===== src/rtl/biquad_seq_ctrl_pkg.sv =====
// Shared codes for the biquad MAC sequencer: mux selector encodings, FSM states
// and the per-state control word decode.
package biquad_seq_ctrl_pkg;

  localparam logic [2:0] SEL_CERO = 3'd0;
  localparam logic [2:0] SEL_A1   = 3'd1;
  localparam logic [2:0] SEL_A2   = 3'd2;
  localparam logic [2:0] SEL_B0   = 3'd3;
  localparam logic [2:0] SEL_B1   = 3'd4;
  localparam logic [2:0] SEL_B2   = 3'd5;

  localparam logic [1:0] C_CERO   = 2'd0;
  localparam logic [1:0] C_FK1    = 2'd1;
  localparam logic [1:0] C_FK2    = 2'd2;
  localparam logic [1:0] C_FK     = 2'd3;

  localparam logic [2:0] Z_CERO   = 3'd0;
  localparam logic [2:0] Z_UK     = 3'd1;
  localparam logic [2:0] Z_YK     = 3'd2;
  localparam logic [2:0] Z_ACUM1  = 3'd3;
  localparam logic [2:0] Z_ACUM2  = 3'd4;
  localparam logic [2:0] Z_ACUM3  = 3'd5;

  typedef enum logic [2:0] {
    ST_IDLE = 3'd0,
    ST_M1   = 3'd1,
    ST_M2   = 3'd2,
    ST_M3   = 3'd3,
    ST_M4   = 3'd4,
    ST_M5   = 3'd5,
    ST_UPD  = 3'd6
  } state_t;

  typedef struct packed {
    logic [2:0] sel_s;
    logic [1:0] sel_c;
    logic [2:0] sel_z;
    logic       ld_acum1;
    logic       ld_acum2;
    logic       ld_acum3;
    logic       ld_fk;
    logic       ld_yk;
    logic       shift_en;
    logic       busy;
    logic       done;
  } ctrl_t;

  // last: final hold cycle of a MAC step, the only cycle its load may fire
  function automatic ctrl_t decode(state_t st, logic last);
    ctrl_t c;
    c = '0;
    case (st)
      ST_M1: begin c.sel_s = SEL_A1; c.sel_c = C_FK1;  c.sel_z = Z_UK;    c.ld_acum1 = last; end
      ST_M2: begin c.sel_s = SEL_A2; c.sel_c = C_FK2;  c.sel_z = Z_ACUM1; c.ld_fk    = last; end
      ST_M3: begin c.sel_s = SEL_B0; c.sel_c = C_FK;   c.sel_z = Z_CERO;  c.ld_acum2 = last; end
      ST_M4: begin c.sel_s = SEL_B1; c.sel_c = C_FK1;  c.sel_z = Z_ACUM2; c.ld_acum3 = last; end
      ST_M5: begin c.sel_s = SEL_B2; c.sel_c = C_FK2;  c.sel_z = Z_ACUM3; c.ld_yk    = last; end
      ST_UPD: begin c.shift_en = 1'b1; c.done = 1'b1; end
      default: ;
    endcase
    c.busy = (st != ST_IDLE);
    return c;
  endfunction

endpackage


===== src/rtl/biquad_seq_ctrl.sv =====
// Moore sequencer for the single-MAC Direct Form II biquad: five MAC steps of
// MAC_LAT cycles each, then one delay-line update cycle.
module biquad_seq_ctrl
  import biquad_seq_ctrl_pkg::*;
#(
  parameter int MAC_LAT = 1,
  parameter int CW      = 4
) (
  input  logic       clk,
  input  logic       reset_n,
  input  logic       start,
  input  logic       clr_ovf,
  output logic [2:0] controlS,
  output logic [1:0] controlC,
  output logic [2:0] controlZ,
  output logic       ld_acum1,
  output logic       ld_acum2,
  output logic       ld_acum3,
  output logic       ld_fk,
  output logic       ld_yk,
  output logic       shift_en,
  output logic       busy,
  output logic       done,
  output logic       ovf
);

  localparam logic [CW-1:0] LAST = CW'(MAC_LAT - 1);

  state_t        state, state_n;
  logic [CW-1:0] cnt, cnt_n;
  ctrl_t         ctrl_q, ctrl_n;

  always_comb begin
    state_n = state;
    cnt_n   = '0;
    case (state)
      ST_IDLE: if (start) state_n = ST_M1;
      ST_M1:   if (cnt == LAST) state_n = ST_M2; else cnt_n = cnt + 1'b1;
      ST_M2:   if (cnt == LAST) state_n = ST_M3; else cnt_n = cnt + 1'b1;
      ST_M3:   if (cnt == LAST) state_n = ST_M4; else cnt_n = cnt + 1'b1;
      ST_M4:   if (cnt == LAST) state_n = ST_M5; else cnt_n = cnt + 1'b1;
      ST_M5:   if (cnt == LAST) state_n = ST_UPD; else cnt_n = cnt + 1'b1;
      default: state_n = ST_IDLE;
    endcase
    // outputs are registered from the next state so they track state/cnt exactly
    ctrl_n = decode(state_n, cnt_n == LAST);
  end

  always_ff @(posedge clk or negedge reset_n) begin
    if (!reset_n) begin
      state  <= ST_IDLE;
      cnt    <= '0;
      ctrl_q <= '0;
      ovf    <= 1'b0;
    end else begin
      state  <= state_n;
      cnt    <= cnt_n;
      ctrl_q <= ctrl_n;
      // an overrun in the same cycle as a clear keeps the flag set
      if (start && state != ST_IDLE) ovf <= 1'b1;
      else if (clr_ovf)              ovf <= 1'b0;
    end
  end

  assign controlS = ctrl_q.sel_s;
  assign controlC = ctrl_q.sel_c;
  assign controlZ = ctrl_q.sel_z;
  assign ld_acum1 = ctrl_q.ld_acum1;
  assign ld_acum2 = ctrl_q.ld_acum2;
  assign ld_acum3 = ctrl_q.ld_acum3;
  assign ld_fk    = ctrl_q.ld_fk;
  assign ld_yk    = ctrl_q.ld_yk;
  assign shift_en = ctrl_q.shift_en;
  assign busy     = ctrl_q.busy;
  assign done     = ctrl_q.done;

endmodule


===== config.mk =====
export PLATFORM = sky130hd
export DESIGN_NAME = biquad_seq_ctrl
export DESIGN_NICKNAME = d
export VERILOG_FILES = /design/src/rtl/biquad_seq_ctrl_pkg.sv /design/src/rtl/biquad_seq_ctrl.sv
export SDC_FILE = /design/constraint.sdc
export NUM_CORES = 1
export LEC_CHECK = 0
export CORE_MARGIN = 10
export CORE_UTILIZATION = 49
export CTS_CLUSTER_DIAMETER = 40
export CTS_CLUSTER_SIZE = 28
export DETAILED_ROUTE_END_ITERATION = 10
export GPL_TIMING_DRIVEN = 0
export HOLD_SLACK_MARGIN = 0.15
export PLACE_DENSITY = 0.76
export SYNTH_ARGS = -nofsm -noshare
export SYNTH_HDL_FRONTEND = slang
export SYNTH_SLANG_ARGS = --single-unit

===== constraint.sdc =====
create_clock -name clk -period 1.8 [get_ports clk]
set_input_delay 0.45 -clock clk [delete_from_list [all_inputs] [get_ports clk]]
set_output_delay 0.45 -clock clk [all_outputs]
set_load 0.01 [all_outputs]

### Word level (Yosys, flattened, before mapping)

Cells that the tools add are included.

| storage, ports and cells | value |
|---|---|
| input bits | 4 |
| bits in registers | 23 |
| output and inout bits | 17 |

| operators by class | value |
|---|---|
| add/subtract/negate cells | 1 |
| equal/unequal tests | 11 |
| muxes and demuxes | 18 |
| reduce and logical (&&, ||, !) cells | 8 |

Operators with widths:

| operator | count |
|---|---|
| case mux 8 bit (5 select lines) | 1 |
| two-way mux 3 bit | 6 |
| case mux 3 bit (6 select lines) | 1 |
| == test 3 bit, second input constant | 5 |
| == test 3 x 2 -> 1 bit, second input constant | 4 |
| zero test 4 bit | 2 |
| two-way mux 1 bit | 8 |
| two-way mux 4 bit | 2 |
| == test 3 x 1 -> 1 bit, second input constant | 2 |
| nonzero test 3 bit | 2 |
| OR reduction 5 bit | 1 |
| adder 4 x 1 -> 4 bit, second input constant | 1 |
| zero test 3 bit | 1 |
| nonzero test 2 bit | 1 |
| logical AND 1 bit | 1 |

### Longest topological paths before layout

Gate-level depths: netlist (run 1).

| logic depth | value |
|---|---|
| word-level depth | 5 |
| depth in mapped cells | 7 |
| gate-level depth less buffers | 6 |

### Worst setup path after synthesis (run 1)

Ideal clock, no wire load.

| path | value |
|---|---|
| kind | register to register |
| from | register cnt[0] |
| to | register ctrl_q (netlist bit ld_acum2) |
| clock period less this slack | 1.636 ns |
| arrival | 1.512 ns |
| library setup time | 0.124 ns |
| cell stages (with the launch flop) | 8 |
| slack | 0.164 ns |
| buffers on the path | 1 |
| cell sequence | dfrtp_1 inv_1 ha_1 or3b_1 buf_6 and3_2 a21oi_1 nor3b_1 |

RTL lines:

| item | line | RTL |
|---|---|---|
| from (decl) | biquad_seq_ctrl.sv:30 | `logic [CW-1:0] cnt, cnt_n;` |
| from (signal assigned) | biquad_seq_ctrl.sv:57 | `cnt <= cnt_n;` |
| to (signal assigned) | biquad_seq_ctrl.sv:58 | `ctrl_q <= ctrl_n;` |
| to (decl) | biquad_seq_ctrl.sv:31 | `ctrl_t ctrl_q, ctrl_n;` |

==> results of run 1 <==
sequential cells by signal, summed over array words and instances (netlist names), 2 cells and up:
signal    flops
cnt           4
controlS      3
state         3
controlC      2
controlZ      2
final cells by class:
cell class,count,area (sq um),area share (%)
clock buffers,3,22.5,1.61
plain buffers,6,37.5,2.68
clock inverters,1,30.0,2.15
multi-input cells,66,475,34.0
flip-flops and latches,22,551,39.4
well taps,27,33.8,2.42
repair buffers,25,238,17.0
inverters,3,11.3,0.805
per-layer routing:
layer,vias up,GRT usage [%],part of all wire [%]
met3,6,3.34,9.5
met5,-,0,0
li1,402,-,-
met4,0,3.66,0.95
met1,415,11.6,43
met2,30,17.3,46
per-stage QoR:
stage,hold slack (ns),power [W],setup WS (ns)
after floorplan,0.154,0.00129,0.164
after global placement,0.514,0.00171,0.0287
after detailed placement,0.538,0.00173,0.0133
after CTS,0.567,0.00210,0.00701
after global routing,0.599,0.00226,-0.0167
final,0.555,0.00211,0.0624
worst min path at each step:
stage                       endpoint  slack, ns
floorplan             busy$_DFF_PN0_       0.15
global placement    cnt[0]$_DFF_PN0_       0.51
detailed placement   ovf$_DFFE_PN0P_       0.54
CTS                  ovf$_DFFE_PN0P_       0.57
global route         ovf$_DFFE_PN0P_       0.60
finish               ovf$_DFFE_PN0P_       0.56
kinds of logic (layout without fill, tap and decap cells):
group,after synthesis,count (layout)
adders and majority gates,2,2
AOI/OAI and AO/OA,20,20
DFF,22,22
and+or+nand+nor,40,40
buffers and inverters,10,38
muxes,2,2
xor gates and xnor gates,2,2
critical path: stages, from the launching register on:
cell             delay, ns
dfrtp_1               0.39
buf_4                 0.13
clkdlybuf4s50_1       0.47
cells in the mapped netlist, types with 2 or more instances:
library cell,count,area share (%)
nand2b_1,3,1.8
buf_6,2,2.1
inv_1,3,1.1
or3_1,2,1.2
clkbuf_1,3,1.1
buf_4,2,1.4
a21oi_1,5,2.4
nand3_1,3,1.4
o32ai_1,2,1.7
mux2i_1,2,1.9
nor2_1,8,2.8
o21ai_0,3,1.4
dfrtp_1,22,52
a211oi_1,2,1.4
ha_1,2,2.4
nand2_1,11,3.9
nand3b_1,2,1.4
what timing repair did:
item	CTS	global route
endpoints found under the setup margin	4	9
setup buffers	2	3
resized for setup	0	7
hold buffers	0	0
gates cloned	0	0
power groups by stage:
stage          clock network [W]  logic [W]  registers, W
2_1_floorplan                  0   0.000459      0.000833
3_3_place_gp                   0   0.000947      0.000763
3_5_place_dp                   0   0.000961      0.000768
4_1_cts                 0.000377   0.000969      0.000758
5_1_grt                 0.000402    0.00108      0.000777
6_report                0.000369   0.000988      0.000757
==> impl_metrics.tcl, run 1 <==
set metrics [dict create \
    status "finished clean" \
    yosys.area_share.simple_pct 21.7 \
    power_density_nw_per_um2 1510 \
    hp-start "ovf$_DFFE_PN0P_" \
    avgSynthCellArea_sq_um 10.8 \
    port_buffers 20 \
    areaGrowthSynthToFinish_pct 32.0 \
    cts_made_buffers 3 \
    grt.overflow.total 0 \
    routed_via_density 5.58 \
    fin_crit_ns 1.74 \
    crit_required_ns 1.35 \
    yosysWarningCount 0 \
    final_area_sq_um 1400 \
    p_switching_w 0.000716 \
    endpoint_kind "output port" \
    cts_tree "built" \
    synth-xor-area-share_pct 1.65 \
    placed_area_sq_um 1290 \
    critPathArrivalTime_ns 1.29 \
    synth-compound-area-share_pct 14.8 \
    final_hold_viol_count 0 \
    p_comb_share_pct 46.7 \
    fin_skew_ns 0.00735 \
    layout_common_cells "dfrtp_1, clkdlybuf4s50_1, nand2_1" \
    r2r_slack_ns 0.08 \
    routed_wl_microns 2220 \
    synth_fp_nets 104 \
    synthAdderAreaFrac_pct 2.36 \
    die_width_microns 66.5 \
    ios 21 \
    crit_path_start "done$_DFF_PN0_" \
    p_int_w 0.00140 \
    antenna_found_initial 0 \
    cts-htree-levels 1 \
    cts_buffer_depth 2 \
    core_sq_um 2000 \
    syn-instance-count 98 \
    grt_pass1_vias 861 \
    drc 0 \
    worst-r2r-cell-count 6 \
    rr_endpoint "controlZ[0]$_DFF_PN0_" \
    final_common_cell "dfrtp_1" \
    ys_seq_area_share_pct 51.9 \
    synthArstFlopShare_pct 100 \
    fill_cells 158 \
    finalSetupViolCount 0 \
    synth_area_sq_um 1060 \
    vias 853 \
    fin_cells 153 \
    wire_per_inst_microns 14.5 \
    clock-root-buffer "clkbuf_4" \
    hpwl_microns 1500 \
    setup.worst_path.end "shift_en" \
    tns_ns 0 \
    first_pass_iters 4 \
    holdPathStages 2 \
    ys_types 38 \
    p_clk_share_pct 17.5 \
    fmaxAchievable_mhz 575 \
    cts_sinks 22 \
    floorplan.initialDensity_pct 52.9 \
    cap_violations 0 \
    sequentialPowerShare_pct 35.8 \
    synth_ff_type "dfrtp_1" \
    ys_seq_elements 22 \
    place_congestion 0.841 \
    worst_pin_slew_ns 0.942 \
    path_clk_slew_ns 0.12 \
    antenna_cells 0 \
    maxSlewHeadroom_pct 37.0 \
    synth_edf_count 0 \
    synthMuxAreaShare_pct 1.89 \
    grt_pass1_wl_microns 3680 \
    leakage_nw 0.610 \
    drt_iter0_markers 17 \
    grt_max_degree 23 \
    finalCritPeriodShare_pct 96.5 \
    netSwitchingFraction_pct 33.9 \
    path_class "reg -> out" \
    nNetsFinal 133 \
    dp.cells 145 \
    hold_path.class "reg -> reg" \
    ir_drop_mv 0.855 \
    synth_top_family_by_area "simple AND/OR/NAND/NOR gates" \
    drive_above_1_share_pct 18.3 \
    grt_usage_pct 10.2 \
    crit_fanout 2 \
    clock_latency_ns 0.30 \
    drv_slew 0 \
    die_area_sq_um 4420 \
    start_kind "flip-flop" \
    rows 16 \
    drtAntennaViolNets 0 \
    r2r_start "cnt[0]$_DFF_PN0_" \
    die_h_microns 66.5 \
    utilization_pct 69.9 \
]
Power figures use the tool's default switching activity.
==> run 2: changes to the inputs <==
- CORE_UTILIZATION: 49 -> 25
- CTS_CLUSTER_DIAMETER: 40 -> 80
- PLACE_DENSITY: 0.76 -> 0.45
==> run 2 against run 1 <==
- core utilization shrank 34 points
- first-iteration DRC count rose by 110%
- sequential share of layout area shrank 1.3 points
- final cell count up 16%
- design area is 3.4% higher
- clock power up 22%
- register-to-register slack about the same
==> impl_metrics.tcl, run 2 (synthesized netlist as in run 1, its figures left out) <==
set metrics [dict create \
    status "finished clean" \
    ios 21 \
    fin_crit_ns 1.73 \
    finalPower_w 0.00221 \
    grt_usage_pct 6.45 \
    final_common_cell "dfrtp_1" \
    hold_path.class "reg -> reg" \
    r2r_start "cnt[0]$_DFF_PN0_" \
    endpoint_kind "flip-flop" \
    holdPathStages 2 \
    largest_register "cnt" \
    placed_area_sq_um 1320 \
    leakage_nw 0.624 \
    cts_made_buffers 3 \
    vias 795 \
    cpLargestDelayFamily "simple AND/OR/NAND/NOR gates" \
    grt.overflow.total 0 \
    wl_met1_microns 1060 \
    p_comb_share_pct 45.0 \
    die_h_microns 85.1 \
    p_int_w 0.00147 \
    drt_iter0_markers 35 \
    die_width_microns 85.1 \
    antenna_cells 0 \
    critPathArrivalTime_ns 1.89 \
    final_area_sq_um 1450 \
    start_kind "flip-flop" \
    path_cells "inv_1, ha_1, or3b_1, buf_6, and3_4, a2111oi_4" \
    cpMaxStageDelayCell "dfrtp_1" \
    tns_ns 0 \
    r2r_slack_ns 0.07 \
    nNetsFinal 134 \
    sequentialPowerShare_pct 34.6 \
    rr_endpoint "ld_acum1$_DFF_PN0_" \
    cts_tree "built" \
    grt_max_degree 23 \
    fill_cells 404 \
    cap_violations 0 \
    path_clk_slew_ns 0.08 \
    rsz0062_at_grt "true" \
    finalSetupViolCount 0 \
    routed_via_density 4.49 \
    slowest_delay_ns 0.43 \
    worst_pin_slew_ns 0.970 \
    netSwitchingFraction_pct 33.2 \
    maxSlewHeadroom_pct 35.1 \
    grt_pass1_wl_microns 3880 \
    holdWs_ns 0.548 \
    clock_latency_ns 0.26 \
    hpwl_microns 1680 \
    routed_wl_microns 2310 \
    cts-htree-levels 1 \
    fmaxAchievable_mhz 577 \
    drive_above_1_share_pct 16.5 \
    clock-root-buffer "clkbuf_8" \
    setup_ws_ns 0.0659 \
    fin_skew_ns 0.000771 \
    dp_slack_ns -0.0386 \
    cts_buffer_depth 2 \
    port_buffers 20 \
    crit_fanout 7 \
    wire_per_inst_microns 13.0 \
    highest_layer "met4" \
    ir_drop_mv 0.654 \
    cts_sinks 22 \
    path_class "reg -> reg" \
    drtAntennaViolNets 0 \
    antenna_found_initial 0 \
    p_switching_w 0.000731 \
    path_depth 6 \
    place_congestion 0.792 \
    rows 23 \
    worst-r2r-cell-count 6 \
    crit_path_start "cnt[0]$_DFF_PN0_" \
    setup.worst_path.end "ld_acum1$_DFF_PN0_" \
    largest_reg_flops 4 \
    drc 0 \
    core_sq_um 4060 \
    drv_slew 0 \
    dr_wl_met3_microns 248 \
    die_area_sq_um 7240 \
    finalCritPeriodShare_pct 96.3 \
    first_pass_iters 4 \
    final_hold_viol_count 0 \
    routed-wl-met2_microns 984 \
    path_buf_inv 2 \
    floorplan.initialDensity_pct 26.1 \
    power_density_nw_per_um2 1530 \
    grt_pass1_vias 801 \
    layout_common_cells "dfrtp_1, clkdlybuf4s50_1, nand2_1" \
    areaGrowthSynthToFinish_pct 36.5 \
    p_clk_share_pct 20.4 \
    crit_required_ns 1.95 \
]
## run 2: per-stage QoR
step	utilization, %	cells
5_1_grt	35.6	177
3_5_place_dp	32.6	168
2_1_floorplan	-	98
6_report	35.6	177
4_1_cts	34.4	172
3_3_place_gp	32.6	168
## run 2: what timing repair did
item | 4_1_cts | 5_1_grt
pin swaps | 0 | 2
resized for setup | 1 | 3
setup endpoints to repair | 1 | 7
hold buffers | 0 | 0
buffers inserted | 0 | 5
## run 2: worst min path at each step
stage	from	end	slack, ns
2_1_floorplan	reset_n	busy$_DFF_PN0_	0.15
3_3_place_gp	ovf$_DFFE_PN0P_	ovf$_DFFE_PN0P_	0.53
3_5_place_dp	cnt[0]$_DFF_PN0_	cnt[0]$_DFF_PN0_	0.52
4_1_cts	cnt[0]$_DFF_PN0_	cnt[0]$_DFF_PN0_	0.53
5_1_grt	ovf$_DFFE_PN0P_	ovf$_DFFE_PN0P_	0.59
6_report	ovf$_DFFE_PN0P_	ovf$_DFFE_PN0P_	0.55
## run 2: per-layer routing
metal	GRT usage, %	vias to the layer above
met5	0	-
met4	2.54	0
met3	4.11	2
met2	9.40	23
met1	7.36	366
li1	-	404
## run 2: power groups by stage
stage          sequential (W)  clock (W)  combinational, W
2_1_floorplan        0.000833          0          0.000459
3_3_place_gp         0.000767          0          0.000970
3_5_place_dp         0.000774          0          0.000973
4_1_cts              0.000768   0.000467          0.000977
5_1_grt              0.000790   0.000492           0.00110
6_report             0.000764   0.000449          0.000993
## run 2: layout make-up
cell class / instances / area, sq um / share of cell area (%)
plain buffers: 7 / 48.8 / 3.37
clock buffers: 3 / 41.3 / 2.85
clock inverters: 1 / 30.0 / 2.08
inverters: 3 / 11.3 / 0.779
multi-input cells: 66 / 464 / 32.1
flip-flops and latches: 22 / 551 / 38.1
well taps: 50 / 62.6 / 4.33
repair buffers: 25 / 238 / 16.4
## run 2: worst reg2reg max path: cells and delay by family (launching register included)
kind / cells / cell delay, ns
simple gates: 2 / 0.54
flops: 1 / 0.43
compound gates: 1 / 0.28
buf+inv: 2 / 0.22
fa+ha+maj: 1 / 0.16
